$ cat src/rtl/arb_pkg.sv
// Shared types and helpers for the round-robin grant arbiter.
package arb_pkg;

    localparam int MAX_REQ = 16;

    typedef enum logic {
        IDLE,
        GRANT
    } arb_state_t;

    function automatic logic [3:0] onehot_to_idx(input logic [MAX_REQ-1:0] oh);
        logic [3:0] idx;
        idx = '0;
        for (int i = 0; i < MAX_REQ; i++) begin
            if (oh[i]) idx = idx | 4'(i);
        end
        return idx;
    endfunction

endpackage

$ cat src/rtl/rr_pick.sv
// Combinational round-robin pick: first set, non-excluded req bit
// scanning upward from start, wrapping modulo N.
module rr_pick
    import arb_pkg::*;
#(
    parameter int N    = 4,
    parameter int ID_W = (N > 1) ? $clog2(N) : 1
) (
    input  logic [N-1:0]    req,
    input  logic [ID_W-1:0] start,
    input  logic [N-1:0]    excl,
    output logic            found,
    output logic [ID_W-1:0] idx
);

    always_comb begin
        int p;
        p     = 0;
        found = 1'b0;
        idx   = '0;
        for (int k = 0; k < N; k++) begin
            p = int'(start) + k;
            if (p >= N) p = p - N;
            if (!found && req[p] && !excl[p]) begin
                found = 1'b1;
                idx   = ID_W'(p);
            end
        end
    end

endmodule

$ cat src/rtl/rr_grant_arbiter.sv
// N-way round-robin arbiter with registered one-hot grants held while requested.
// Optional hold-timeout preemption is enabled by defining ARB_HOLD_TIMEOUT_EN.
module rr_grant_arbiter
    import arb_pkg::*;
#(
    parameter int NUM_REQ  = 4,
    parameter int MAX_HOLD = 8,
    localparam int ID_W    = (NUM_REQ > 1) ? $clog2(NUM_REQ) : 1
) (
    input  logic               clock,
    input  logic               reset,
    input  logic [NUM_REQ-1:0] req,
    output logic [NUM_REQ-1:0] gnt,
    output logic [ID_W-1:0]    gnt_id,
    output logic               busy,
    output logic               preempt
);

    if (NUM_REQ < 1 || NUM_REQ > MAX_REQ ||
        MAX_HOLD < 2 || MAX_HOLD > 255) begin : g_bad_cfg
        $error("rr_grant_arbiter: illegal NUM_REQ/MAX_HOLD");
    end

    arb_state_t         state, state_n;
    logic [NUM_REQ-1:0] gnt_n;
    logic [ID_W-1:0]    id_n;
    logic [ID_W-1:0]    ptr, ptr_n;
    logic               busy_n;
    logic               pre_n;
    logic               own_req;
    logic [NUM_REQ-1:0] excl;
    logic               pick_found;
    logic [ID_W-1:0]    pick_idx;

    // While granted, ptr == owner+1, so one pick serves both paths.
    assign own_req = |(req & gnt);
    assign excl    = (state == GRANT) ? gnt : '0;

    rr_pick #(
        .N    (NUM_REQ),
        .ID_W (ID_W)
    ) u_pick (
        .req   (req),
        .start (ptr),
        .excl  (excl),
        .found (pick_found),
        .idx   (pick_idx)
    );

`ifdef ARB_HOLD_TIMEOUT_EN
    localparam logic [7:0] HOLD_MAX = 8'(MAX_HOLD);
    logic [7:0] hold, hold_n;
`endif

    always_comb begin
        state_n = state;
        gnt_n   = gnt;
        id_n    = gnt_id;
        ptr_n   = ptr;
        busy_n  = busy;
        pre_n   = 1'b0;
`ifdef ARB_HOLD_TIMEOUT_EN
        hold_n  = hold;
`endif
        unique case (state)
            IDLE: begin
                if (pick_found) begin
                    state_n = GRANT;
                end
            end
            GRANT: begin
                if (!own_req && !pick_found) begin
                    state_n = IDLE;
                    gnt_n   = '0;
                    id_n    = '0;
                    busy_n  = 1'b0;
                end
`ifdef ARB_HOLD_TIMEOUT_EN
                else if (own_req && hold == HOLD_MAX && pick_found) begin
                    pre_n = 1'b1;
                end else if (own_req && hold != HOLD_MAX) begin
                    hold_n = hold + 8'd1;
                end
`endif
            end
            default: state_n = IDLE;
        endcase
        // A new owner is taken from idle, on a drop, or on a timeout.
        if (pick_found && (state == IDLE || !own_req || pre_n)) begin
            state_n        = GRANT;
            gnt_n          = '0;
            gnt_n[pick_idx] = 1'b1;
            id_n           = pick_idx;
            busy_n         = 1'b1;
            ptr_n          = (pick_idx == ID_W'(NUM_REQ - 1)) ?
                             '0 : pick_idx + 1'b1;
`ifdef ARB_HOLD_TIMEOUT_EN
            hold_n         = 8'd1;
`endif
        end
    end

    always_ff @(posedge clock) begin
        if (reset) begin
            state   <= IDLE;
            gnt     <= '0;
            gnt_id  <= '0;
            ptr     <= '0;
            busy    <= 1'b0;
            preempt <= 1'b0;
`ifdef ARB_HOLD_TIMEOUT_EN
            hold    <= '0;
`endif
        end else begin
            state   <= state_n;
            gnt     <= gnt_n;
            gnt_id  <= id_n;
            ptr     <= ptr_n;
            busy    <= busy_n;
            preempt <= pre_n;
`ifdef ARB_HOLD_TIMEOUT_EN
            hold    <= hold_n;
`endif
        end
    end

endmodule

$ cat config.mk
export PLATFORM = sky130hd
export DESIGN_NAME = rr_grant_arbiter
export DESIGN_NICKNAME = d
export VERILOG_FILES = /design/src/rtl/arb_pkg.sv /design/src/rtl/rr_pick.sv /design/src/rtl/rr_grant_arbiter.sv
export SDC_FILE = /design/constraint.sdc
export NUM_CORES = 1
export LEC_CHECK = 0
export CAP_MARGIN = 40
export CORE_MARGIN = 10
export CORE_UTILIZATION = 45
export CTS_BUF_LIST = sky130_fd_sc_hd__clkbuf_2 sky130_fd_sc_hd__clkbuf_4 sky130_fd_sc_hd__clkbuf_8
export DETAILED_ROUTE_END_ITERATION = 8
export HOLD_SLACK_MARGIN = 0.03
export PLACE_DENSITY = 0.76
export SLEW_MARGIN = 20
export SYNTH_ARGS = -nofsm -noshare
export SYNTH_HDL_FRONTEND = slang
export SYNTH_SLANG_ARGS = --single-unit
$ cat constraint.sdc
create_clock -name clock -period 1.71 [get_ports clock]
set_clock_uncertainty 0.1 [all_clocks]
set_input_delay 0.2565 -clock clock [delete_from_list [all_inputs] [get_ports clock]]
set_output_delay 0.2565 -clock clock [all_outputs]
set_load 0.05 [all_outputs]
# After elaboration in Yosys (flattened, before gate mapping)
# Index checks and enable logic that the tools add are counted.
op_classes:
  n_eq_ne: 1
  n_shift: 0
  n_mul: 0
  n_mux: 53
  addsub: 8
  n_div: 0
  bitwise_logic: 2
  reduce_logical: 24
  order_cmp: 10
op_table:
  columns: ["op", "n"]
  rows:
  - ["$lt A32 B4 Y1 const B", 4]
  - ["$mux W32", 4]
  - ["$ge A32 B4 Y1 const B", 3]
  - ["$sub A32 B4 Y32 const B", 3]
  - ["$mux W1", 27]
  - ["$bmux W1 S2", 8]
  - ["$mux W2", 8]
  - ["$mux W4", 4]
  - ["$logic_and A1 B1 Y1", 10]
  - ["$logic_not A1 Y1", 9]
  - ["$add A2 B2 Y3 const B", 2]
  - ["$and A4 B4 Y4", 1]
  - ["$reduce_bool A2 Y1", 2]
  - ["$reduce_or A4 Y1", 1]
  - ["$sub A2 B3 Y4 const B", 1]
  - ["$add A2 B1 Y3 const B", 1]
  - ["$ge A2 B3 Y1 const B", 1]
  - ["$lt A2 B3 Y1 const B", 1]
  - ["$add A2 B1 Y2 const B", 1]
  - ["$demux W1 S2", 1]
  - ["$eq A2 B2 Y1 const B", 1]
  - ["$ge A2 B1 Y1 const B", 1]
  - ["$pmux W1 S2", 1]
  - ["$reduce_and A2 Y1", 1]
  - ["other kinds (2)", 2]
totals:
  inputBits: 6
  n_memories: 0
  ram_bits: 0
  word_cells: 103
  latch_bits: 0
  register_bits: 10
  rom_bits: 0

# Depth between registers and ports, before layout
# Gate-level depths: netlist of run 1.
logic_depth:
  ltp_word: 25
  depth_mapped: 8
  depth_no_buf: 7

# By module
# A second synthesis of run 1 with hierarchy kept.
unflattened:
  hier_cells: 99
  area_unflattened_um2: 829.5
modules_own_cells:
  columns: ["mod", "cells_each", "area_each_um2", "instances", "seq_area_each_um2"]
  rows:
  - ["rr_grant_arbiter", 82, 721.9, 1, 200.2]
  - ["rr_pick", 17, 107.6, 1, 0.0]

# Worst setup path before layout of run 1
# Ideal clock, no wire load.
synth_path:
  path_kind: "reg2reg"
  startpoint: "register gnt[0]"
  endpoint: "register gnt[0]"
  arrival_ps: 1908
  setup_time_ps: 117
  n_path_buf: 0
  synth_period_minus_slack_ps: 2125
  path_slack_ps: -415
  path_stages_with_launch: 7
  path_cell_list: "dfxtp_1 -> nand2_1 -> and3_1 -> a221oi_2 -> inv_1 -> ha_1 -> a22o_1"
synth_via:
  elab_chain_cells: 24
synth_rtl:
  columns: ["element", "line", "rtl"]
  rows:
  - ["start, declared", "rr_grant_arbiter.sv:13", "output logic [NUM_REQ-1:0] gnt,"]
  - ["start signal, assigned", "rr_grant_arbiter.sv:116", "gnt <= gnt_n;"]
  - ["$mux W4", "rr_grant_arbiter.sv:37", "assign excl = (state == GRANT) ? gnt : '0;"]
  - ["$bmux W1 S2", "rr_pick.sv:24", "if (!found && req[p] && !excl[p]) begin"]
  - ["$mux W1 (implied by the code) (2 in a row)", "rr_pick.sv:24", null]
  - ["$logic_not A1 Y1", "rr_pick.sv:24", null]
  - ["$logic_and A1 B1 Y1", "rr_pick.sv:24", null]
  - ["$mux W1", "rr_pick.sv:24", null]
  - ["$logic_not A1 Y1", "rr_pick.sv:24", null]
  - ["$logic_and A1 B1 Y1 (2 in a row)", "rr_pick.sv:24", null]
  - ["(+5 left out)", null, null]
  - ["$logic_not A1 Y1", "rr_pick.sv:24", null]
  - ["$logic_and A1 B1 Y1 (2 in a row)", "rr_pick.sv:24", null]
  - ["$mux W2", "rr_pick.sv:24", null]
  - ["$lt A2 B3 Y1 (implied by the code) or $ge A2 B1 Y1 (tied branches)", "rr_grant_arbiter.sv:92", "gnt_n[pick_idx] = 1'b1;"]
  - ["$logic_and A1 B1 Y1 (implied by the code)", "rr_grant_arbiter.sv:92", null]
  - ["$mux W1 (implied by the code)", "rr_grant_arbiter.sv:92", null]
  - ["$demux W1 S2", "rr_grant_arbiter.sv:92", null]
  - ["$mux W4", "rr_grant_arbiter.sv:89", "if (pick_found && (state == IDLE || !own_req || pre_n)) begin"]
# Parallel ways exist; a longest one is shown, timed or not. The select of a mux whose other input is x is not followed.
# A chain may end at the register's enable or synchronous reset.

# Worst setup path in the final report of run 1
layout_path:
  startpoint: "register state"
  endpoint: "register ptr[1]"
layout_via:
  elab_chain_cells: 21
layout_rtl:
  columns: ["element", "line", "rtl"]
  rows:
  - ["start, declared", "rr_grant_arbiter.sv:24", "arb_state_t state, state_n;"]
  - ["start signal, assigned", "rr_grant_arbiter.sv:115", "state <= state_n;"]
  - ["$mux W4", "rr_grant_arbiter.sv:37", null]
  - ["$bmux W1 S2", "rr_pick.sv:24", null]
  - ["$mux W1 (implied by the code) (2 in a row)", "rr_pick.sv:24", null]
  - ["$logic_not A1 Y1", "rr_pick.sv:24", null]
  - ["$logic_and A1 B1 Y1", "rr_pick.sv:24", null]
  - ["$mux W1", "rr_pick.sv:24", null]
  - ["$logic_not A1 Y1", "rr_pick.sv:24", null]
  - ["$logic_and A1 B1 Y1 (2 in a row)", "rr_pick.sv:24", null]
  - ["$mux W1", "rr_pick.sv:24", null]
  - ["$logic_not A1 Y1", "rr_pick.sv:24", null]
  - ["$logic_and A1 B1 Y1 (2 in a row)", "rr_pick.sv:24", null]
  - ["$mux W1", "rr_pick.sv:24", null]
  - ["$logic_not A1 Y1", "rr_pick.sv:24", null]
  - ["$logic_and A1 B1 Y1 (2 in a row)", "rr_pick.sv:24", null]
  - ["$mux W2", "rr_pick.sv:24", null]
  - ["$add A2 B1 Y2 or $eq A2 B2 Y1 (tied branches)", "rr_grant_arbiter.sv:96, rr_grant_arbiter.sv:95", null]
  - ["$mux W2", "rr_grant_arbiter.sv:95", "ptr_n = (pick_idx == ID_W'(NUM_REQ - 1)) ?"]
  - ["end signal, assigned", "rr_grant_arbiter.sv:118", "ptr <= ptr_n;"]
  - ["end, declared", "rr_grant_arbiter.sv:27", "logic [ID_W-1:0] ptr, ptr_n;"]
# Parallel ways exist; a longest one is shown, timed or not. The select of a mux whose other input is x is not followed.

==> flow_summary.ini, run 1 <==
[power]
seqPwrFrac = 0.305
comb_power_share = 0.556
clkPwrFrac = 0.139
p_sw_w = 0.000594
power_switching_share = 0.441
p_int_w = 0.000753
powerDensity_nw_per_um2 = 1460
ir_worst_vdd_mv = 0.993
p_leak_nw = 0.437

[sta]
fin_crit_sh = 1.02
min_period_ns = 1.75
rsz0062_at_grt = true
hold_viol_final = 0
setup_slack_ns = -0.0427
slew_viol_final = 0
fmax_mhz = 571
finalSetupViolCount = 2
tns_ns = -0.0433
holdWs_ns = 0.393

[finish]
diodes = 0
n_fill_cell = 103
final-seq-area_um2 = 213
area_growth_pct = 50.6
nets = 102
layout-drive-gt1-share = 0.538
multi_input_area_um2 = 450

[logic_synthesis]
synth_area_leader_cell = dfxtp_1
synthAdderAreaFrac = 0.0816
synth_top_cell_area_share = 0.327
synthSimpleGateAreaFrac = 0.169
synth_top_family_by_area = compound AO/OA/AOI/OAI gates
synth_mux_area_frac = 0.0163
yosysSeqAreaShare = 0.327
ys_ff_latch = 10
ys_async_sr_fraction = 0
syn_avg_cell_area_um2 = 9.29
synth_compound_area_frac = 0.351
synth_cells = 66
ys_warn_count = 0
ys_top_cells_by_area = dfxtp_1 33%, a22o_1 10%, ha_1 8.2%
synth_area_um2 = 613
synth_ff_type = dfxtp_1
syn-num-nets = 76
synthXorXnorAreaFrac = 0
synth_edf_count = 0
ys_types = 30

[worst_setup_path]
r2r_start = state
r2r-end = ptr[1]
critPathCaptureType = flip-flop
worstPathCellList = buf_12 > nand2_4 > buf_4 > nand3_1 > a31oi_1 > nor2_2 > ha_1 > mux2i_1 > nor2_1
worst_ep_arrival_time_ns = 1.80
reg2reg_slack_ns = -0.04
crit_cells = 9
required_ns = 1.76
cpPeakStageDelay_ns = 0.32
setup.worst_path.end = ptr[1]
cp_max_fo = 8
critPathLaunchType = flip-flop
cp_num_buf_inv = 2
cp-startpoint = state
r2r_cells = 9
crit_type = reg -> reg
cp_slowest_cell = dfxtp_2
cpLargestDelayFamily = flip-flops

[placed_design]
portBuffers = 12
gp_congestion = 0.749
post-dp-hpwl_mm = 1.27

[clocking]
cts_buffers = 3
clk_pin_slew_ns = 0.06
clock_path_buffers = 2
clock_sink_count = 10
root_buffer = clkbuf_4
clk_latency_ns = 0.27
hold_buffers = 0
cts_tree = yes
cts_max_level = 1

[routing]
drt-total-wl_mm = 1.59
drt_first_pass_iters = 2
ant_nets = 0
dr_total_vias = 571
drcViolationCount = 0
drtIter0Drc = 3
wl_per_cell_um = 15.0
viasPerCell = 5.39

[flow_run]
maxCapViolCount = 0

[global_routing]
antenna_found_initial = 0
globalRouteOverflowTotal = 0
first_global_vias = 584
grt_max_degree = 9
grt.total_usage = 0.103
grt_pass1_wl_mm = 2.77

[outcome]
violations = negative setup slack
status = complete, but fails checks

[die]
die_h_um = 56.9
start_util = 0.477
core_area_um2 = 1280
placementRows = 13
dieArea_um2 = 3240
pin_count = 14
dieWidth_um = 56.9

[min_path]
hold_path.class = reg -> reg
==> flip-flops by register name, summed over array words and instances (netlist names) <==
register,cells
gnt,4
ptr,2
busy,1
gnt_id,2
state,1
==> what timing repair did <==
item	CTS	global route
pin swaps	10	0
gates resized for setup	13	4
endpoints found under the setup margin	7	6
setup buffers	1	0
==> per-layer routing <==
metal	GRT usage	vias up	routed length [um]
met4	0.0604	0	36
met2	0.174	12	791
met1	0.110	259	679
li1	-	295	-
met5	0	-	0
met3	0.0315	5	86
==> how the worst min path moves through the flow <==
| stage | from | to | slack [ns] | cells past startpoint |
|---|---|---|---|---|
| 6_report | gnt_id[0] | gnt_id[0] | 0.39 | 1 |
| 4_1_cts | gnt_id[0] | gnt_id[0] | 0.39 | 1 |
| 3_5_place_dp | gnt_id[0] | gnt_id[0] | 0.37 | 1 |
| 3_3_place_gp | gnt_id[1] | gnt_id[1] | 0.37 | 1 |
| 2_1_floorplan | reset | state | 0.23 | 1 |
| 5_1_grt | gnt_id[0] | gnt_id[0] | 0.41 | 1 |
==> Yosys cell counts, types with 2 or more instances <==
cell and number:
a211oi_1 2, a21bo_2 2, a21oi_1 4, a22o_1 7, buf_4 2, dfxtp_1 10
ha_1 4, inv_1 4, nand2_1 4, nand3b_1 2, nor2_1 5, o21ai_0 2
==> stage by stage <==
stage | instance area [um2] | setup WS, ns | utilization | instances | power (W)
6_report | 923 | -0.0427 | 0.719 | 106 | 0.00135
5_1_grt | 923 | -0.176 | 0.719 | 106 | 0.00145
4_1_cts | 917 | -0.0280 | 0.714 | 106 | 0.00135
3_5_place_dp | 845 | -0.433 | 0.657 | 101 | 0.00111
3_3_place_gp | 845 | -0.428 | 0.657 | 101 | 0.00110
2_1_floorplan | 651 | 0.00903 | - | 66 | 0.000865
==> kinds of logic after synthesis <==
kind of cell,after synthesis
other,1
multiplexers,1
buffers and inverters,6
AO/OA/AOI/OAI,25
AND/OR/NAND/NOR,19
flip-flops,10
adder cells (fa/ha/maj),4
==> cell usage in the layout (no fill, tap or decap), drive strengths merged, types with 2 or more instances in the layout <==
master       synthesis  final
buf                  2     18
dfxtp               10     10
a22o                 8      8
nor2                 6      6
clkbuf               0      4
nand2                4      4
inv                  4      4
a21oi                4      4
ha                   4      4
a21boi               3      3
dlygate4sd2          0      3
o21ai                3      3
nand3b               2      2
a211oi               2      2
a21bo                2      2
nor3                 2      2
==> area by class of cell <==
cell class,count,area share
Timing Repair Buffer,23,0.213
Tap cell,15,0.0203
Clock buffer,4,0.0325
Multi-Input combinational cell,50,0.488
Sequential cell,10,0.230
Inverter,4,0.0163
==> power groups by stage <==
stage / Clock, W / Combinational [W] / Sequential (W)
4_1_cts: 0.000195 / 0.000747 / 0.000409
3_5_place_dp: 0 / 0.000710 / 0.000404
5_1_grt: 0.000211 / 0.000811 / 0.000425
2_1_floorplan: 0 / 0.000315 / 0.000550
6_report: 0.000187 / 0.000749 / 0.000412
3_3_place_gp: 0 / 0.000697 / 0.000398
(Power assumes the default switching activity.)
==> run 2, diff against run 1 <==
CTS_BUF_LIST = sky130_fd_sc_hd__clkbuf_4   (was sky130_fd_sc_hd__clkbuf_2 sky130_fd_sc_hd__clkbuf_4 sky130_fd_sc_hd__clkbuf_8)
==> results of run 2 <==
No change in the layout: final DEF, timing and power equal those of run 1.
